[config.mk]
export PLATFORM = sky130hd
export DESIGN_NAME = cfu_requant
export DESIGN_NICKNAME = d
export VERILOG_FILES = /design/src/rtl/cfu_requant_pkg.sv /design/src/rtl/cfu_srdhm_round.sv /design/src/rtl/cfu_requant.sv
export SDC_FILE = /design/constraint.sdc
export NUM_CORES = 2
export LEC_CHECK = 0
export BUFFER_PORTS_ARGS = -buffer_cell sky130_fd_sc_hd__buf_2
export CORE_ASPECT_RATIO = 0.8
export CORE_MARGIN = 1.5
export CORE_UTILIZATION = 60
export DETAILED_ROUTE_END_ITERATION = 10
export PLACE_DENSITY = 0.77
export SYNTH_ARGS = -nofsm -noshare
export SYNTH_HDL_FRONTEND = slang
export SYNTH_SLANG_ARGS = --single-unit
export TNS_END_PERCENT = 100
[constraint.sdc]
create_clock -name clk -period 15.4 [get_ports clk]
set_clock_uncertainty 0.2 [all_clocks]
set_input_delay 3.08 -clock clk [delete_from_list [all_inputs] [get_ports clk]]
set_output_delay 3.08 -clock clk [all_outputs]
set_load 0.005 [all_outputs]
[src/rtl/cfu_requant_pkg.sv]
// Shared constants and stage payload type for the CFU requantisation stage.
package cfu_requant_pkg;

    localparam logic [2:0] CFG_SEL_MULT    = 3'd0;
    localparam logic [2:0] CFG_SEL_SHIFT   = 3'd1;
    localparam logic [2:0] CFG_SEL_OFFSET  = 3'd2;
    localparam logic [2:0] CFG_SEL_ACT_MIN = 3'd3;
    localparam logic [2:0] CFG_SEL_ACT_MAX = 3'd4;

    localparam logic [31:0] CFG_MULT_RST    = 32'h4000_0000;
    localparam logic [5:0]  CFG_SHIFT_RST   = 6'd0;
    localparam logic [15:0] CFG_OFFSET_RST  = 16'd0;
    localparam logic [7:0]  CFG_ACT_MIN_RST = 8'h80;
    localparam logic [7:0]  CFG_ACT_MAX_RST = 8'h7F;

    localparam logic signed [31:0] INT32_MIN = 32'sh8000_0000;
    localparam logic signed [31:0] INT32_MAX = 32'sh7FFF_FFFF;

    typedef struct packed {
        logic signed [31:0] value;
        logic               last;
        logic               valid;
    } stage_t;

endpackage

[src/rtl/cfu_srdhm_round.sv]
// Stages S2-S3: saturating rounding doubling high multiply followed by a
// round-half-away-from-zero divide by 2^rs. Both stages hold on stall.
module cfu_srdhm_round
    import cfu_requant_pkg::*;
(
    input  logic               clk,
    input  logic               reset,
    input  logic               stall,
    input  stage_t             in_stage,
    input  logic signed [31:0] mult,
    input  logic [5:0]         rs,
    output stage_t             out_stage,
    output logic               busy
);
    localparam logic signed [63:0] NUDGE_POS = 64'sd1073741824;
    localparam logic signed [63:0] NUDGE_NEG = 64'sd1 - 64'sd1073741824;
    localparam logic signed [63:0] TRUNC_BIAS = 64'sd2147483647;

    logic signed [31:0] xl;
    logic signed [63:0] prod_q;
    logic               sat_q;
    logic               last_q;
    logic               valid_q;

    logic signed [63:0] sum;
    logic signed [63:0] sum_adj;
    logic signed [31:0] h;
    logic signed [31:0] hs;
    logic [63:0]        mask;
    logic [63:0]        rem;
    logic [63:0]        thr;
    logic signed [31:0] q;

    assign xl   = in_stage.value;
    assign busy = valid_q | out_stage.valid;

    always_ff @(posedge clk) begin
        if (reset) begin
            prod_q  <= '0;
            sat_q   <= 1'b0;
            last_q  <= 1'b0;
            valid_q <= 1'b0;
        end else if (!stall) begin
            prod_q  <= {{32{xl[31]}}, xl} * {{32{mult[31]}}, mult};
            sat_q   <= (xl == INT32_MIN) && (mult == INT32_MIN);
            last_q  <= in_stage.last;
            valid_q <= in_stage.valid;
        end
    end

    // Negative sums get biased before the arithmetic shift so the divide truncates toward zero.
    always_comb begin
        sum     = prod_q + (prod_q[63] ? NUDGE_NEG : NUDGE_POS);
        sum_adj = sum[63] ? (sum + TRUNC_BIAS) : sum;
        h       = sat_q ? INT32_MAX : 32'(sum_adj >>> 31);
        hs      = h >>> rs;
        mask    = (64'd1 << rs) - 64'd1;
        rem     = {32'd0, h} & mask;
        thr     = (mask >> 1) + {63'd0, h[31]};
        q       = hs + {31'd0, (rem > thr)};
    end

    always_ff @(posedge clk) begin
        if (reset) begin
            out_stage <= '0;
        end else if (!stall) begin
            out_stage.value <= q;
            out_stage.last  <= last_q;
            out_stage.valid <= valid_q;
        end
    end

endmodule

[src/rtl/cfu_requant.sv]
// Requantisation stage: bias add, quantised multiply/shift, offset, clamp,
// then packs int8 results four per word behind a ready/valid response port.
module cfu_requant
    import cfu_requant_pkg::*;
(
    input  logic        clk,
    input  logic        reset,
    input  logic        cfg_valid,
    output logic        cfg_ready,
    input  logic [2:0]  cfg_sel,
    input  logic [31:0] cfg_data,
    input  logic        in_valid,
    output logic        in_ready,
    input  logic [31:0] in_acc,
    input  logic [31:0] in_bias,
    input  logic        in_last,
    output logic        out_valid,
    input  logic        out_ready,
    output logic [31:0] out_data,
    output logic [2:0]  out_bytes,
    output logic        busy
);
    logic signed [31:0] mult;
    logic signed [5:0]  shift;
    logic signed [15:0] out_offset;
    logic signed [7:0]  act_min;
    logic signed [7:0]  act_max;

    logic        stall;
    logic [31:0] acc_q;
    logic [31:0] bias_q;
    logic        in_last_q;
    logic        in_valid_q;
    stage_t      s1;
    stage_t      s3;
    logic        core_busy;
    logic [1:0]  cnt;
    logic [31:0] lanes;

    logic [31:0]        x;
    logic [31:0]        xl;
    logic [4:0]         ls;
    logic [5:0]         rs;
    logic signed [31:0] y;
    logic signed [31:0] lo;
    logic signed [31:0] hi;
    logic [7:0]         lane_byte;
    logic [31:0]        merged;
    logic               complete;

    assign stall     = out_valid & ~out_ready;
    assign in_ready  = ~stall;
    assign busy      = in_valid_q | s1.valid | core_busy | (cnt != 2'd0) | out_valid;
    assign cfg_ready = ~busy;

    // Config only changes while idle, so in-flight elements never see a mix of settings.
    always_ff @(posedge clk) begin
        if (reset) begin
            mult       <= CFG_MULT_RST;
            shift      <= CFG_SHIFT_RST;
            out_offset <= CFG_OFFSET_RST;
            act_min    <= CFG_ACT_MIN_RST;
            act_max    <= CFG_ACT_MAX_RST;
        end else if (cfg_valid && cfg_ready) begin
            case (cfg_sel)
                CFG_SEL_MULT:    mult       <= cfg_data;
                CFG_SEL_SHIFT:   shift      <= cfg_data[5:0];
                CFG_SEL_OFFSET:  out_offset <= cfg_data[15:0];
                CFG_SEL_ACT_MIN: act_min    <= cfg_data[7:0];
                CFG_SEL_ACT_MAX: act_max    <= cfg_data[7:0];
                default: ;
            endcase
        end
    end

    always_comb begin
        ls = shift[5] ? 5'd0 : shift[4:0];
        rs = shift[5] ? (6'd0 - shift) : 6'd0;
        x  = acc_q + bias_q;
        xl = x << ls;
    end

    always_ff @(posedge clk) begin
        if (reset) begin
            acc_q      <= '0;
            bias_q     <= '0;
            in_last_q  <= 1'b0;
            in_valid_q <= 1'b0;
            s1         <= '0;
        end else if (!stall) begin
            acc_q      <= in_acc;
            bias_q     <= in_bias;
            in_last_q  <= in_last;
            in_valid_q <= in_valid;
            s1.value   <= xl;
            s1.last    <= in_last_q;
            s1.valid   <= in_valid_q;
        end
    end

    cfu_srdhm_round u_srdhm (
        .clk       (clk),
        .reset     (reset),
        .stall     (stall),
        .in_stage  (s1),
        .mult      (mult),
        .rs        (rs),
        .out_stage (s3),
        .busy      (core_busy)
    );

    always_comb begin
        y  = s3.value + {{16{out_offset[15]}}, out_offset};
        lo = {{24{act_min[7]}}, act_min};
        hi = {{24{act_max[7]}}, act_max};
        if (y < lo) begin
            lane_byte = act_min;
        end else if (y > hi) begin
            lane_byte = act_max;
        end else begin
            lane_byte = y[7:0];
        end
        merged   = lanes | ({24'd0, lane_byte} << {cnt, 3'b000});
        complete = s3.valid & (s3.last | (cnt == 2'd3));
    end

    // A word being consumed this cycle may be replaced by a new one completed by S4.
    always_ff @(posedge clk) begin
        if (reset) begin
            cnt       <= 2'd0;
            lanes     <= '0;
            out_valid <= 1'b0;
            out_data  <= '0;
            out_bytes <= 3'd0;
        end else if (!stall) begin
            out_valid <= complete;
            if (complete) begin
                out_data  <= merged;
                out_bytes <= {1'b0, cnt} + 3'd1;
                cnt       <= 2'd0;
                lanes     <= '0;
            end else if (s3.valid) begin
                lanes <= merged;
                cnt   <= cnt + 2'd1;
            end
        end
    end

endmodule

Word level (Yosys, flattened, before mapping)
Index checks and enable logic that the tools add are counted.
{"block": "classes", "n_addsub": 10, "n_mul": 1, "n_lt_le_gt_ge": 3, "eq_ne": 7, "n_shift": 4, "n_mux": 11, "bitwise": 13, "n_reduce_logical": 12}
{"cell": "2-to-1 mux 32 bit", "count": 3}
{"cell": "adder 32 bit", "count": 2}
{"cell": "adder 63 x 1 -> 64 bit", "count": 1}
{"cell": "adder 64 bit", "count": 1}
{"cell": "bitwise AND 32 x 64 -> 64 bit", "count": 1}
{"cell": "equality test 32 bit (second input constant)", "count": 2}
{"cell": "greater-than comparator 64 bit", "count": 1}
{"cell": "multiplier 32 x 32 -> 64 bit", "count": 1}
{"cell": "2-to-1 mux 64 bit", "count": 1}
{"cell": "left shift 1 x 6 -> 64 bit (first input constant)", "count": 1}
{"cell": "subtractor 64 x 1 -> 64 bit (second input constant)", "count": 1}
{"cell": "adder 63 x 32 -> 63 bit (second input constant)", "count": 1}
{"cell": "2-to-1 mux 63 bit", "count": 1}
{"cell": "adder 32 x 1 -> 32 bit", "count": 1}
{"cell": "greater-than comparator 32 x 8 -> 1 bit", "count": 1}
{"cell": "less-than comparator 32 x 8 -> 1 bit", "count": 1}
{"cell": "OR 32 bit", "count": 1}
{"cell": "left shift 32 x 5 -> 32 bit", "count": 1}
{"cell": "left shift 8 x 5 -> 32 bit", "count": 1}
{"cell": ">>> shifter 32 x 6 -> 32 bit", "count": 1}
{"cell": "2-to-1 mux 8 bit", "count": 2}
{"cell": "AND reduction 2 bit", "count": 7}
{"cell": "equality test 3 x 2 -> 1 bit (second input constant)", "count": 2}
{"cell": "2-to-1 mux 6 bit", "count": 1}
{"cell": "other kinds (14)", "count": 25}
{"block": "word_totals", "ff_bits": 341, "elab_cells": 85}

Longest topological paths before layout
{"block": "logic_depth", "depth_word": 8, "depth_mapped": 48}

Hierarchy
A second synthesis with hierarchy kept.
{"block": "unflattened", "cells_unflattened": 8072, "area_unflattened_um2": 65505.3}
{"module": "cfu_srdhm_round", "instances": 1, "cells_each": 6151, "area_each_um2": 50374.6, "seq_area_each_um2": 2021.9}
{"module": "cfu_requant", "instances": 1, "cells_each": 1921, "area_each_um2": 15130.8, "seq_area_each_um2": 4804.6}

Worst setup path before layout
No wires, ideal clock.
{"block": "synth_timing", "path_kind": "register to register", "startpoint": "register u_srdhm.prod_q[63]", "endpoint": "register u_srdhm.out_stage[30] in the netlist's numbering", "setup_ps": 62, "t_arrival_ps": 10565, "path_slack_ps": 4573, "stages_incl_launch_ff": 42, "period_less_slack_ps": 10827, "cell_sequence": "dfxtp_1 ha_1 a211oi_2 o21ai_2 mux2i_1 a2111o_1 a2111o_1 or4b_4 nor3_1 nand4_1 or4b_1 mux2i_1 inv_2 clkbuf_1 ha_1 ha_1 nand4_1 nor2b_1 [... 6 more ...] xnor2_1 ha_1 nand4_1 nor4_1 a211oi_1 a31oi_1 nand2_1 nor3_1 ha_1 ha_1 nand2_1 a2111oi_4 nor4b_4 nand4_4 nor4_4 nand2_2 or4_1 nand3_1"}
{"block": "synth_via", "elab_chain_cells": 8, "word_cells_on_any_way": 10, "cone_classes": "4 x add/sub; 1 x order compare; 1 x shift; 3 x mux; 1 x bitwise"}
{"element": "from (decl)", "line_no": "cfu_srdhm_round.sv:20", "text": "logic signed [63:0] prod_q;"}
{"element": "from (signal assigned)", "line_no": "cfu_srdhm_round.sv:44", "text": "prod_q <= {{32{xl[31]}}, xl} * {{32{mult[31]}}, mult};"}
{"element": "2-to-1 mux 64 bit", "line_no": "cfu_srdhm_round.sv:53", "text": "sum = prod_q + (prod_q[63] ? NUDGE_NEG : NUDGE_POS);"}
{"element": "adder 64 bit (*)", "line_no": "cfu_srdhm_round.sv:53"}
{"element": "adder 63 x 32 -> 63 bit", "line_no": "cfu_srdhm_round.sv:54", "text": "sum_adj = sum[63] ? (sum + TRUNC_BIAS) : sum;"}
{"element": "2-to-1 mux 63 bit (*)", "line_no": "cfu_srdhm_round.sv:54"}
{"element": "2-to-1 mux 32 bit (*)", "line_no": "cfu_srdhm_round.sv:55", "text": "h = sat_q ? INT32_MAX : 32'(sum_adj >>> 31);"}
{"element": "adder 63 x 1 -> 64 bit or bitwise AND 32 x 64 -> 64 bit (tied branches)", "line_no": "cfu_srdhm_round.sv:59, cfu_srdhm_round.sv:58"}
{"element": "greater-than comparator 64 bit", "line_no": "cfu_srdhm_round.sv:60", "text": "q = hs + {31'd0, (rem > thr)};"}
{"element": "adder 32 x 1 -> 32 bit (*)", "line_no": "cfu_srdhm_round.sv:60"}
{"element": "to (decl)", "line_no": "cfu_srdhm_round.sv:12", "text": "output stage_t out_stage,"}
Every way passes the cells marked *; elsewhere a longest branch is shown, timed or not.
A chain may end at the register's enable or synchronous reset.

Worst setup path in the final report
Ends and elaborated chain as after synthesis.

==> impl_metrics.py <==
metrics = {
    "sta": {
        "final.setup.tns_ps": 0,
        "finalSetupViolations": 0,
        "slew_headroom_pct": 20.70,
        "hold_viol": 0,
        "setup_slack_ps": 2270,
        "max_freq_ghz": 0.07616,
        "period_minus_slack_ps": 13130,
        "rsz0062_at_grt": "false",
        "report.final.slew_viol_count": 0,
        "tightest_slew_ps": 1156,
        "min_period_over_period_pct": 85.26,
    },
    "setup_path": {
        "worstPathArrival_ps": 13470,
        "startpoint_type": "register",
        "path_buf_inv": 3,
        "cp_max_fo": 16,
        "crit_required_ps": 15740,
        "endpoint_kind": "register",
        "ff2ff_path_depth": 42,
        "crit_type": "reg2reg",
        "crit_path_top_delay_cell": "dfxtp_1",
        "cp.depth": 42,
        "cp_common_cell": "ha_1",
        "path_delay_family": "simple AND/OR/NAND/NOR gates",
        "cp_slowest_stage_delay_ps": 670,
    },
    "route": {
        "drc": 0,
        "drt_first_iter_violations": 5458,
        "wire_per_inst_um": 21.07,
        "drt_wl_total_um": 188500,
        "first_pass_iters": 9,
        "drtAntennaViolNets": 0,
        "vias": 54626,
        "viasPerCell": 6.108,
    },
    "clocking": {
        "cts-resized-gates": 0,
        "postCtsSetupBuffers": 0,
        "clock_latency_ps": 620,
        "clkSinkCount": 341,
        "cts_max_path_buffers": 3,
        "cts-root-buf": "clkbuf_16",
        "cts_tree": "yes",
        "cts_buffers": 36,
        "hold_buffers": 0,
        "clk_pin_slew_worst_paths_ps": 60,
        "ctsHtreeMaxLevel": 2,
    },
    "grt": {
        "grt_max_degree": 82,
        "grtUsageTotal_pct": 35.44,
        "globalRouteOverflowTotal": 0,
        "grt_pass1_wl_um": 304000,
        "antenna_found_initial": 8,
        "grt_pass1_vias": 55061,
    },
    "floorplanning": {
        "die_y_um": 293.8,
        "die_x_um": 366.5,
        "ios": 144,
        "die-area_mm2": 0.1077,
        "core.rowCount": 106,
        "initial_core_util_pct": 60.60,
        "fp.coreArea_mm2": 0.1046,
    },
    "synth": {
        "synth_top_cell_by_area": "fa_1",
        "synth_cell_types": 117,
        "synth_top_cells_by_area": "fa_1 34%, dfxtp_1 11%, ha_1 7.6%, nand2_1 7.5%, inv_1 6.9%",
        "syn_nets": 9237,
        "yosys_warnings": 0,
        "synth_edf_count": 0,
        "syn_area_mm2": 0.06341,
        "postSynthCellCount": 7665,
        "ys_seq_area_share_pct": 10.77,
        "syn_area_per_cell_um2": 8.273,
        "synth_top_area_share_pct": 34.22,
        "synth_ff_type": "dfxtp_1",
        "synthArstFlopShare_pct": 0,
        "synth-seq-cells": 341,
    },
    "placement": {
        "place_inst": 8878,
        "portBuffers": 143,
        "place_ws_ps": 2734,
        "hpwl_um": 145700,
        "gp_congestion": 1.009,
    },
    "final_layout": {
        "final_cell_mix": "1,270 x nand2_1, 1,173 x inv_1, 1,084 x fa_1",
        "fin_nets": 9084,
        "instances_no_fill": 8943,
        "final_common_cell": "nand2_1",
        "drive_above_1_share_pct": 5.638,
        "fillerInstances": 8933,
        "syn_to_final_growth_pct": 4.532,
    },
    "pwr": {
        "power.leakage_nw": 29.56,
        "vdd_drop_max_uv": 85.58,
        "power_density_mw_per_mm2": 59.07,
    },
    "hold_path": {
        "hold_class": "reg2reg",
        "worstHoldPathCells": 2,
    },
    "run_status": {
        "status": "finished, final reports clean",
    },
    "run": {
        "drv_cap": 0,
    },
}
==> path summary, 6_finish.rpt <==
| check | start | end | slack, ps |
|---|---|---|---|
| worst max-delay path | u_srdhm.prod_q[63] | u_srdhm.out_stage[30] | 2270 |
| worst max register to register | u_srdhm.prod_q[63] | u_srdhm.out_stage[30] | 2270 |
| worst min register to register | lanes[26] | lanes[26] | 250 |
| worst min-delay path | lanes[26] | lanes[26] | 250 |
==> cell usage after synthesis (29+ instances only) <==
library cell and count:
a211oi_1 64, xor2_1 55, ha_1 383, nand2b_1 77
dfxtp_1 341, nor2b_1 35, nand4_1 79, o21a_1 29
a31oi_1 42, clkbuf_1 417, nand3_1 122, o21ai_0 211
o211ai_1 31, or3_1 31, nor2_1 359, fa_1 1084
a21oi_1 406, nor4_1 52, mux2i_1 153, nor3_1 116
inv_1 1174, xnor2_1 164, nand2_1 1270, a21o_1 85
o22ai_1 46, and2_1 327, and3_1 43
==> flip-flops by register name, summed over array words and instances (netlist names) <==
register,cells
acc_q,32
act_max,8
act_min,8
bias_q,32
cnt,2
in_last_q,1
in_valid_q,1
lanes,32
mult,32
out_bytes,3
out_data,32
out_offset,16
out_valid,1
s1,34
shift,6
u_srdhm.last_q,1
u_srdhm.out_stage,34
u_srdhm.prod_q,64
u_srdhm.sat_q,1
u_srdhm.valid_q,1
==> kinds of logic after synthesis <==
logic type	count (synthesis)	share of synthesized area, %
compound gates	1225	12.57
xor+xnor	219	3.025
fa+ha+maj	1467	41.78
buf+inv	1625	9.661
flops	341	10.77
mux	165	2.650
simple gates	2623	19.55
==> worst min-delay path: cells and delay by family, from the launching register on <==
kind | cells | cell delay [ps]
DFF | 1 | 320
AOI/OAI and AO/OA | 1 | 50
and+or+nand+nor | 1 | 40
==> per-layer routing <==
layer,wire length [µm],GRT usage [%],vias up
met2,84100,55.01,2676
li1,-,-,24368
met5,0,0,-
met1,80430,51.45,27195
met3,19080,6.363,387
met4,4855,8.734,0
==> metrics by stage <==
| step | hold slack (ps) | util [%] | area [µm²] | total power [mW] |
|---|---|---|---|---|
| CTS | 256.0 | 63.34 | 66280 | 3.875 |
| floorplan | 224.4 | - | 63410 | 2.320 |
| global placement | 233.2 | 62.20 | 65090 | 2.909 |
| detailed placement | 241.4 | 62.20 | 65090 | 2.936 |
| finish | 253.8 | 63.34 | 66280 | 3.915 |
| global route | 271.7 | 63.34 | 66280 | 4.120 |
==> layout make-up <==
class	instances	area [µm²]	share of cell area, %
clock buffer	47	1002	1.512
timing repair buffer	258	1589	2.397
inverter	1176	4419	6.667
multi-input combinational	5699	50490	76.17
clock inverter	17	193.9	0.2926
tap	1404	1757	2.650
antenna	1	2.502	0.003775
sequential	341	6833	10.31
==> power by group <==
part | switching, mW | internal, mW | total [mW]
sequential | 0.0786 | 0.947 | 1.03
clock | 0.430 | 0.502 | 0.932
combinational | 1.28 | 0.682 | 1.96
total | 1.78 | 2.13 | 3.92
No activity file was read; power rests on OpenSTA's default activity.
